[src/rtl/snake_game_ctrl_if.sv]
// Sequencer <-> playfield link: command pulses, direction and the probe read port.
// start/step are single-cycle strobes with no back-pressure; cell_val is a same-cycle read of cell_idx.
interface snake_game_ctrl_if #(
    parameter int CELLBITS = 7
);
    logic                start;
    logic                step;
    logic [1:0]          snake_dir;
    logic [CELLBITS-1:0] cell_idx;
    logic [2:0]          cell_val;

    modport master (
        output start,
        output step,
        output snake_dir,
        output cell_idx,
        input  cell_val
    );

    modport slave (
        input  start,
        input  step,
        input  snake_dir,
        input  cell_idx,
        output cell_val
    );
endinterface

[src/rtl/snake_game_ctrl.sv]
// Snake game sequencer: paces moves, tracks a shadow head, probes the cell ahead,
// ends the game on wall/body hits and keeps a saturating apple score.
module snake_game_ctrl #(
    parameter logic [7:0]  SIZE_X   = 8'd10,
    parameter logic [7:0]  SIZE_Y   = 8'd10,
    parameter logic [23:0] TICK_DIV = 24'd5_000_000,
    parameter int          SCORE_W  = 8,
    parameter int          CELLBITS = $clog2(int'(SIZE_X) * int'(SIZE_Y))
) (
    input  logic               clk,
    input  logic               rst,
    input  logic               btn_start,
    input  logic               btn_pause,
    input  logic [3:0]         btn_dir,
    snake_game_ctrl_if.master  fld,
    output logic [SCORE_W-1:0] score,
    output logic               game_over,
    output logic [2:0]         state
);

    typedef enum logic [2:0] {
        ST_IDLE  = 3'd0,
        ST_INIT  = 3'd1,
        ST_RUN   = 3'd2,
        ST_CHECK = 3'd3,
        ST_PAUSE = 3'd4,
        ST_OVER  = 3'd5
    } state_t;

    state_t              st, st_n;
    logic [23:0]         tick, tick_n;
    logic [7:0]          hx, hx_n, hy, hy_n;
    logic [1:0]          mv_dir, mv_dir_n;
    logic [1:0]          dir_r, dir_n;
    logic [SCORE_W-1:0]  score_r, score_n;
    logic                start_r, start_n;
    logic                step_r, step_n;

    logic [7:0]          nx, ny;
    logic                wall_hit, body_hit, apple;
    logic [1:0]          req;
    logic                req_ok;

    // Wall is judged from the current head so an edge cell never wraps into a false in-range probe.
    always_comb begin
        nx       = hx;
        ny       = hy;
        wall_hit = 1'b0;
        case (mv_dir)
            2'd0: begin
                ny       = hy - 8'd1;
                wall_hit = (hy == 8'd0);
            end
            2'd1: begin
                nx       = hx + 8'd1;
                wall_hit = (hx == SIZE_X - 8'd1);
            end
            2'd2: begin
                ny       = hy + 8'd1;
                wall_hit = (hy == SIZE_Y - 8'd1);
            end
            default: begin
                nx       = hx - 8'd1;
                wall_hit = (hx == 8'd0);
            end
        endcase
    end

    assign fld.cell_idx = CELLBITS'(ny) * CELLBITS'(SIZE_X) + CELLBITS'(nx);
    assign body_hit     = (fld.cell_val != 3'd0) && (fld.cell_val <= 3'd4);
    assign apple        = (fld.cell_val == 3'd5);

    always_comb begin
        req = 2'd3;
        if (btn_dir[0])      req = 2'd0;
        else if (btn_dir[1]) req = 2'd1;
        else if (btn_dir[2]) req = 2'd2;
    end

    // Reversal is checked against the direction the field will actually move next.
    assign req_ok = (btn_dir != 4'd0) && ((req ^ mv_dir) != 2'd2);

    always_comb begin
        st_n     = st;
        tick_n   = tick;
        hx_n     = hx;
        hy_n     = hy;
        mv_dir_n = mv_dir;
        dir_n    = dir_r;
        score_n  = score_r;
        start_n  = 1'b0;
        step_n   = 1'b0;
        if (btn_start) begin
            st_n = ST_INIT;
        end else begin
            if (req_ok && (st == ST_RUN || st == ST_CHECK || st == ST_PAUSE)) begin
                dir_n = req;
            end
            case (st)
                ST_IDLE: st_n = ST_IDLE;
                ST_INIT: begin
                    start_n  = 1'b1;
                    hx_n     = 8'd4;
                    hy_n     = 8'd1;
                    mv_dir_n = 2'd1;
                    dir_n    = 2'd1;
                    score_n  = '0;
                    tick_n   = '0;
                    st_n     = ST_RUN;
                end
                ST_RUN: begin
                    if (btn_pause) begin
                        st_n = ST_PAUSE;
                    end else if (tick == TICK_DIV - 24'd1) begin
                        tick_n = '0;
                        st_n   = ST_CHECK;
                    end else begin
                        tick_n = tick + 24'd1;
                    end
                end
                ST_CHECK: begin
                    if (wall_hit || body_hit) begin
                        st_n = ST_OVER;
                    end else begin
                        step_n   = 1'b1;
                        hx_n     = nx;
                        hy_n     = ny;
                        mv_dir_n = dir_r;
                        if (apple && (score_r != {SCORE_W{1'b1}})) begin
                            score_n = score_r + SCORE_W'(1);
                        end
                        st_n = ST_RUN;
                    end
                end
                ST_PAUSE: begin
                    if (btn_pause) st_n = ST_RUN;
                end
                ST_OVER: st_n = ST_OVER;
                default: st_n = ST_IDLE;
            endcase
        end
    end

    always_ff @(posedge clk) begin
        if (rst) begin
            st      <= ST_IDLE;
            tick    <= '0;
            hx      <= 8'd0;
            hy      <= 8'd0;
            mv_dir  <= 2'd1;
            dir_r   <= 2'd1;
            score_r <= '0;
            start_r <= 1'b0;
            step_r  <= 1'b0;
        end else begin
            st      <= st_n;
            tick    <= tick_n;
            hx      <= hx_n;
            hy      <= hy_n;
            mv_dir  <= mv_dir_n;
            dir_r   <= dir_n;
            score_r <= score_n;
            start_r <= start_n;
            step_r  <= step_n;
        end
    end

    assign fld.start     = start_r;
    assign fld.step      = step_r;
    assign fld.snake_dir = dir_r;
    assign score         = score_r;
    assign game_over     = (st == ST_OVER);
    assign state         = st;

endmodule
[src/flat_wrapper.sv]
// flat-port wrapper written by rule: the top's interface ports become plain ports
module snake_game_ctrl_flat 
#(
    parameter logic [7:0]  SIZE_X   = 8'd10,
    parameter logic [7:0]  SIZE_Y   = 8'd10,
    parameter logic [23:0] TICK_DIV = 24'd5_000_000,
    parameter int          SCORE_W  = 8,
    parameter int          CELLBITS = $clog2(int'(SIZE_X) * int'(SIZE_Y))
)
  (clk, rst, btn_start, btn_pause, btn_dir, score, game_over, state, fld_start, fld_step, fld_snake_dir, fld_cell_idx, fld_cell_val);
  snake_game_ctrl_if #(.CELLBITS(CELLBITS)) fld_i ();
  input  logic clk;
  input  logic rst;
  input  logic btn_start;
  input  logic btn_pause;
  input  logic [3:0] btn_dir;
  output logic [SCORE_W-1:0] score;
  output logic game_over;
  output logic [2:0] state;
  output wire logic [$bits(fld_i.start)-1:0] fld_start;
  output wire logic [$bits(fld_i.step)-1:0] fld_step;
  output wire logic [$bits(fld_i.snake_dir)-1:0] fld_snake_dir;
  output wire logic [$bits(fld_i.cell_idx)-1:0] fld_cell_idx;
  input wire logic [$bits(fld_i.cell_val)-1:0] fld_cell_val;
  assign fld_start = fld_i.start;
  assign fld_step = fld_i.step;
  assign fld_snake_dir = fld_i.snake_dir;
  assign fld_cell_idx = fld_i.cell_idx;
  assign fld_i.cell_val = fld_cell_val;
  snake_game_ctrl #(.SIZE_X(SIZE_X), .SIZE_Y(SIZE_Y), .TICK_DIV(TICK_DIV), .SCORE_W(SCORE_W), .CELLBITS(CELLBITS)) u_core (.clk(clk), .rst(rst), .btn_start(btn_start), .btn_pause(btn_pause), .btn_dir(btn_dir), .fld(fld_i), .score(score), .game_over(game_over), .state(state));
endmodule
[config.mk]
export PLATFORM = sky130hd
export DESIGN_NAME = snake_game_ctrl_flat
export DESIGN_NICKNAME = d
export VERILOG_FILES = /design/src/rtl/snake_game_ctrl_if.sv /design/src/rtl/snake_game_ctrl.sv /design/src/flat_wrapper.sv
export SDC_FILE = /design/constraint.sdc
export NUM_CORES = 1
export LEC_CHECK = 0
export ABC_AREA = 0
export CAP_MARGIN = 20
export CORE_MARGIN = 3
export CORE_UTILIZATION = 53
export CTS_CLUSTER_DIAMETER = 80
export DETAILED_ROUTE_END_ITERATION = 7
export GPL_TIMING_DRIVEN = 0
export HOLD_SLACK_MARGIN = 0.06
export PLACE_DENSITY = 0.77
export REMOVE_ABC_BUFFERS = 1
export SETUP_SLACK_MARGIN = 0.02
export SYNTH_ARGS = -nofsm -noshare
export SYNTH_HDL_FRONTEND = slang
export SYNTH_SLANG_ARGS = --single-unit
[constraint.sdc]
create_clock -name clk -period 4.8 [get_ports clk]
set_clock_uncertainty 0.05 [all_clocks]
set_input_delay 0.72 -clock clk [delete_from_list [all_inputs] [get_ports clk]]
set_output_delay 0.72 -clock clk [all_outputs]
set_load 0.005 [all_outputs]
; After elaboration in Yosys (flattened, before gate mapping)
; Index checks and enable logic that the tools add are counted.
[op_classes]
addsub = 7
multipliers = 1
magnitude_cmp = 1
n_eq_ne = 22
n_mux = 28
bitwise = 3
n_reduce_logical = 26
[op_table]
columns = op, n
row1 = $pmux W8 S2, 5
row2 = $mux W24, 2
row3 = $pmux W24 S2, 1
row4 = $mux W8, 4
row5 = $add A24 B1 Y24 const B, 1
row6 = $add A8 B1 Y8 const B, 3
row7 = $eq A24 B23 Y1 const B, 1
row8 = $eq A8 B4 Y1 const B, 2
row9 = $logic_not A8 Y1, 2
row10 = $sub A8 B1 Y8 const B, 2
row11 = $pmux W3 S5, 1
row12 = $mux W3, 4
row13 = $ne A2 B2 Y1 const B, 6
row14 = $reduce_and A4 Y1, 3
row15 = $mux W2, 5
row16 = $eq A3 B3 Y1 const B, 3
row17 = $ne A3 B3 Y1 const B, 3
row18 = $ne A8 B8 Y1 const B, 1
row19 = $add A7 B7 Y7, 1
row20 = $mul A7 B3 Y6 const B, 1
row21 = $eq A3 B2 Y1 const B, 2
row22 = $reduce_and A2 Y1, 3
row23 = $reduce_and A3 Y1, 2
row24 = $reduce_bool A2 Y1, 3
row25 = 17 further kinds, 27
[word_totals]
register_bits = 57
elab_cells = 100

; Logic depth before layout (Yosys ltp)
[depth]
word_depth = 9
ltp_mapped = 17
ltp_nobuf = 16

; Worst setup path before layout
; No wires, ideal clock.
[synth_timing]
path_type = reg-to-output
from = register u_core.mv_dir[0]
to = output fld_cell_idx[6]
arrival_ns = 4.239
setup_slack_ns = -0.209
path_stages_with_launch = 17
path_buffers = 1
path_cell_list = dfxtp_1 -> clkbuf_1 -> inv_1 -> ha_1 -> inv_1 -> ha_1 -> a211oi_1 -> nor2_1 -> o31ai_2 -> ha_1 -> ha_1 -> fa_1 -> ha_1 -> a21oi_1 -> xnor3_1 -> and3_1 -> nor4_1
[synth_via]
elab_chain_len = 4
word_cells_on_any_way = 8
classes_between = 1 x add/sub / 1 x mul / 2 x eq/ne / 2 x mux / 2 x reduce/logical
[synth_lines]
columns = item, line
row1 = from (decl), snake_game_ctrl.sv:33  ; logic [1:0] mv_dir, mv_dir_n;
row2 = from (signal assigned), snake_game_ctrl.sv:160  ; mv_dir <= mv_dir_n;
row3 = $eq A2 B2 Y1 / $logic_not A2 Y1 (equally long branches), snake_game_ctrl.sv:49  ; case (mv_dir)
row4 = $pmux W8 S2 / $reduce_or A2 Y1 (equally long branches), n/a
row5 = $mul A7 B3 Y6 / $pmux W8 S2 (equally long branches), "snake_game_ctrl.sv:69, snake_game_ctrl.sv:49"
row6 = $add A7 B7 Y7 *, snake_game_ctrl.sv:69  ; assign fld.cell_idx = CELLBITS'(ny) * CELLBITS'(SIZE_X) + CELLBITS'(nx);
row7 = to (decl), flat_wrapper.sv:23  ; output wire logic [$bits(fld_i.cell_idx)-1:0] fld_cell_idx;
; Every way passes the cells marked *; elsewhere a longest branch is shown, timed or not.

; Worst setup path after layout
; Same ends and word-level chain as after synthesis.

==> results.py <==
metrics = {
    "status": {
        "run_status": "finished, violations left",
        "failed_checks": "setup timing",
    },
    "power": {
        "p_comb_share_pct": 8.9,
        "vdd_drop_max_v": 0.000157,
        "finalPower_uw": 970,
        "p_seq_share_pct": 49.7,
        "clkPwrFrac_pct": 41.4,
        "swShare_pct": 26.8,
        "intPower_uw": 710,
        "p_sw_uw": 260,
        "leakagePower_nw": 1.83,
        "p_per_area_nw_per_um2": 202,
    },
    "timing": {
        "finalHoldViolCount": 0,
        "tightest_slew_ns": 0.911,
        "finalCriticalPeriod_ns": 4.90,
        "fin_tns_setup_ns": -0.0995,
        "fin_crit_sh_pct": 102,
        "setup_slack_ns": -0.0995,
        "rsz0062_at_grt": "yes",
        "drv_slew": 0,
        "max_slew_margin_pct": 39.2,
        "finalSetupViolCount": 1,
        "max_clock_freq_mhz": 204,
    },
    "cts": {
        "cts_buffer_depth": 2,
        "path_clk_slew_ns": 0.07,
        "insertion_delay_ns": 0.35,
        "cts_tree": "built",
        "cts-root-buf": "clkbuf_8",
        "cts_sinks": 57,
        "htree_levels": 3,
        "numCtsBuffers": 9,
        "ctsHoldBuffers": 0,
    },
    "placed_design": {
        "place_congestion": 0.848,
        "hpwl_um": 6430,
        "port_buffers": 33,
        "dp.cells": 580,
    },
    "yosys": {
        "syn_inst": 474,
        "synth_top_area_cell": "dfxtp_1",
        "yosys-top-cells-count": "dfxtp_1 (57), nor2_1 (50), nand2_1 (34)",
        "synth_top_flop_cell": "dfxtp_1",
        "seq_area_frac_synth_pct": 29.3,
        "synth_area_um2": 3890,
        "synth_area_leaders": "dfxtp_1 (29%), ha_1 (8.7%), nor2_1 (4.8%), xor2_1 (4.3%), a21oi_1 (4.0%)",
        "synthArstFlopShare_pct": 0,
        "postSynthAreaPerCell_um2": 8.22,
        "synth-edff-count": 0,
        "ys_warn_count": 0,
        "yosysUniqueCellTypes": 58,
        "synth_most_common_cell": "dfxtp_1",
        "netlist.area_leader.share_pct": 29.3,
        "synth-seq-cells": 57,
    },
    "finish": {
        "fin_util_pct": 69.2,
        "drive_above_1_share_pct": 15.1,
        "nNetsFinal": 562,
        "final_cell_count_no_fill": 620,
        "multiInputGateArea_um2": 2760,
        "n_antenna_cell": 0,
        "ff_latch_area_um2": 1150,
        "fill_cells": 520,
        "syn2layout_area_growth_pct": 23.4,
    },
    "setup_path": {
        "worstSetupStartpointType": "flip-flop",
        "end_kind": "primary output",
        "critPathKind": "flip-flop to primary output",
        "cp.arrival_ns": 4.13,
        "regToRegSetupSlack_ns": 1.49,
        "r2r_end": "u_core.hx[0]$_SDFFE_PP0P_",
        "crit_start": "u_core.mv_dir[0]$_SDFFE_PP1P_",
        "crit_path_max_fanout": 5,
        "required_ns": 4.03,
        "endpoint": "fld_cell_idx[6]",
        "r2r_cells": 7,
        "reg2reg_from": "u_core.state[1]$_SDFFE_PP0P_",
    },
    "drt": {
        "drt_iter0_markers": 281,
        "vias_per_cell": 6.04,
        "num_vias": 3742,
        "wire_per_inst_um": 16.5,
        "drt-total-wl_um": 10200,
        "dr.pass1.iters": 5,
        "drc": 0,
        "ant_nets": 0,
    },
    "floorplanning": {
        "initial_core_util_pct": 56.1,
        "die_x_um": 91.7,
        "dieArea_um2": 8410,
        "ioPinCount": 34,
        "coreArea_um2": 6940,
        "dieHeight_um": 91.7,
        "row_count": 30,
    },
    "global_route": {
        "grt_pass1_vias": 3652,
        "globalRoute.totalOverflow": 0,
        "grt_first_pass_wirelength_um": 17200,
        "grt_max_degree": 31,
        "grt_use_total_pct": 24.7,
        "antenna_found_initial": 0,
    },
    "hold_path": {
        "hp-class": "flip-flop to flip-flop",
        "worstHoldPathCells": 2,
    },
    "job": {
        "max_cap_viol_count": 0,
    },
}
## power groups by stage
stage               registers, mW  logic (mW)  clock network (mW)
floorplan                   0.492      0.0380                   0
global placement            0.494      0.0688                   0
detailed placement          0.494      0.0700                   0
CTS                         0.483      0.0796               0.408
global route                0.483      0.0934               0.435
finish                      0.483      0.0859               0.402
## cells by family (layout without fill, tap and decap cells)
| logic type | after synthesis | after routing | synth area share (%) |
|---|---|---|---|
| compound gates | 111 | 111 | 19.7 |
| simple gates | 189 | 190 | 25.4 |
| xor+xnor | 37 | 37 | 8.67 |
| mux | 7 | 7 | 1.83 |
| buf+inv | 42 | 91 | 4.34 |
| fa+ha+maj | 31 | 31 | 10.7 |
| flops | 57 | 57 | 29.3 |
## worst min-delay path by stage
stage                                               startpoint                                    to
after floorplan                      u_core.hy[4]$_SDFFE_PP0P_             u_core.hy[4]$_SDFFE_PP0P_
after global placement               u_core.hy[2]$_SDFFE_PP0P_             u_core.hy[2]$_SDFFE_PP0P_
after detailed placement  u_core.fld.snake_dir[1]$_SDFFE_PP0P_  u_core.fld.snake_dir[1]$_SDFFE_PP0P_
after CTS                 u_core.fld.snake_dir[1]$_SDFFE_PP0P_  u_core.fld.snake_dir[1]$_SDFFE_PP0P_
after global routing             u_core.mv_dir[1]$_SDFFE_PP0P_         u_core.mv_dir[1]$_SDFFE_PP0P_
final                     u_core.fld.snake_dir[1]$_SDFFE_PP0P_  u_core.fld.snake_dir[1]$_SDFFE_PP0P_
## critical path: stages, from the launching register on
cell,delay (ns)
dfxtp_4,0.35
inv_4,0.07
ha_4,0.17
inv_6,0.06
ha_4,0.24
a211oi_4,0.35
nor2_4,0.07
o31ai_4,0.21
ha_1,0.27
ha_2,0.19
fa_1,0.58
ha_4,0.22
a21oi_4,0.14
xnor3_2,0.31
and3_4,0.18
nor4_2,0.22
buf_2,0.15
## through the flow
| stage | hold slack (ns) | area [um^2] | worst slack, ns |
|---|---|---|---|
| global placement | 0.429 | 4250 | -1.04 |
| floorplan | 0.406 | 3800 | -0.0953 |
| detailed placement | 0.433 | 4250 | -1.18 |
| finish | 0.445 | 4810 | -0.0995 |
| global route | 0.492 | 4810 | -0.227 |
| CTS | 0.443 | 4690 | -0.0424 |
## routing by layer
| metal | routed length (um) | track usage (%) |
|---|---|---|
| met4 | 204 | 10.5 |
| met3 | 499 | 5.33 |
| met2 | 4930 | 38.8 |
| met1 | 4610 | 32.7 |
| met5 | 0 | 0 |
## layout make-up
class | instances | share of cell area, %
Tap cell | 96 | 2.50
Clock buffer | 10 | 2.86
Multi-Input combinational cell | 376 | 57.4
Inverter | 19 | 1.64
Timing Repair Buffer | 57 | 10.9
Clock inverter | 5 | 0.677
Sequential cell | 57 | 24.0
## registers in the layout (all words and copies together), names as in the netlist
name / flops
u_core.tick: 24
u_core.fld.snake_dir: 2
u_core.mv_dir: 2
u_core.state: 3
u_core.hy: 8
u_core.score: 8
u_core.fld.step: 1
u_core.fld.start: 1
u_core.hx: 8
## timing repair
action,4_1_cts,5_1_grt
gates resized for setup,34,15
buffers inserted,19,3
endpoints found under the setup margin,3,2
pin swaps,13,7
gates cloned,0,1
## cells in the final DEF (no fill, tap or decap), types with 19 or more instances in the layout
cell type,instances
a21oi_1,27
buf_4,23
clkdlybuf4s50_1,32
dfxtp_1,53
ha_1,20
nand2_1,34
nand3_1,21
nor2_1,48
xor2_1,19
(Power assumes the default switching activity.)
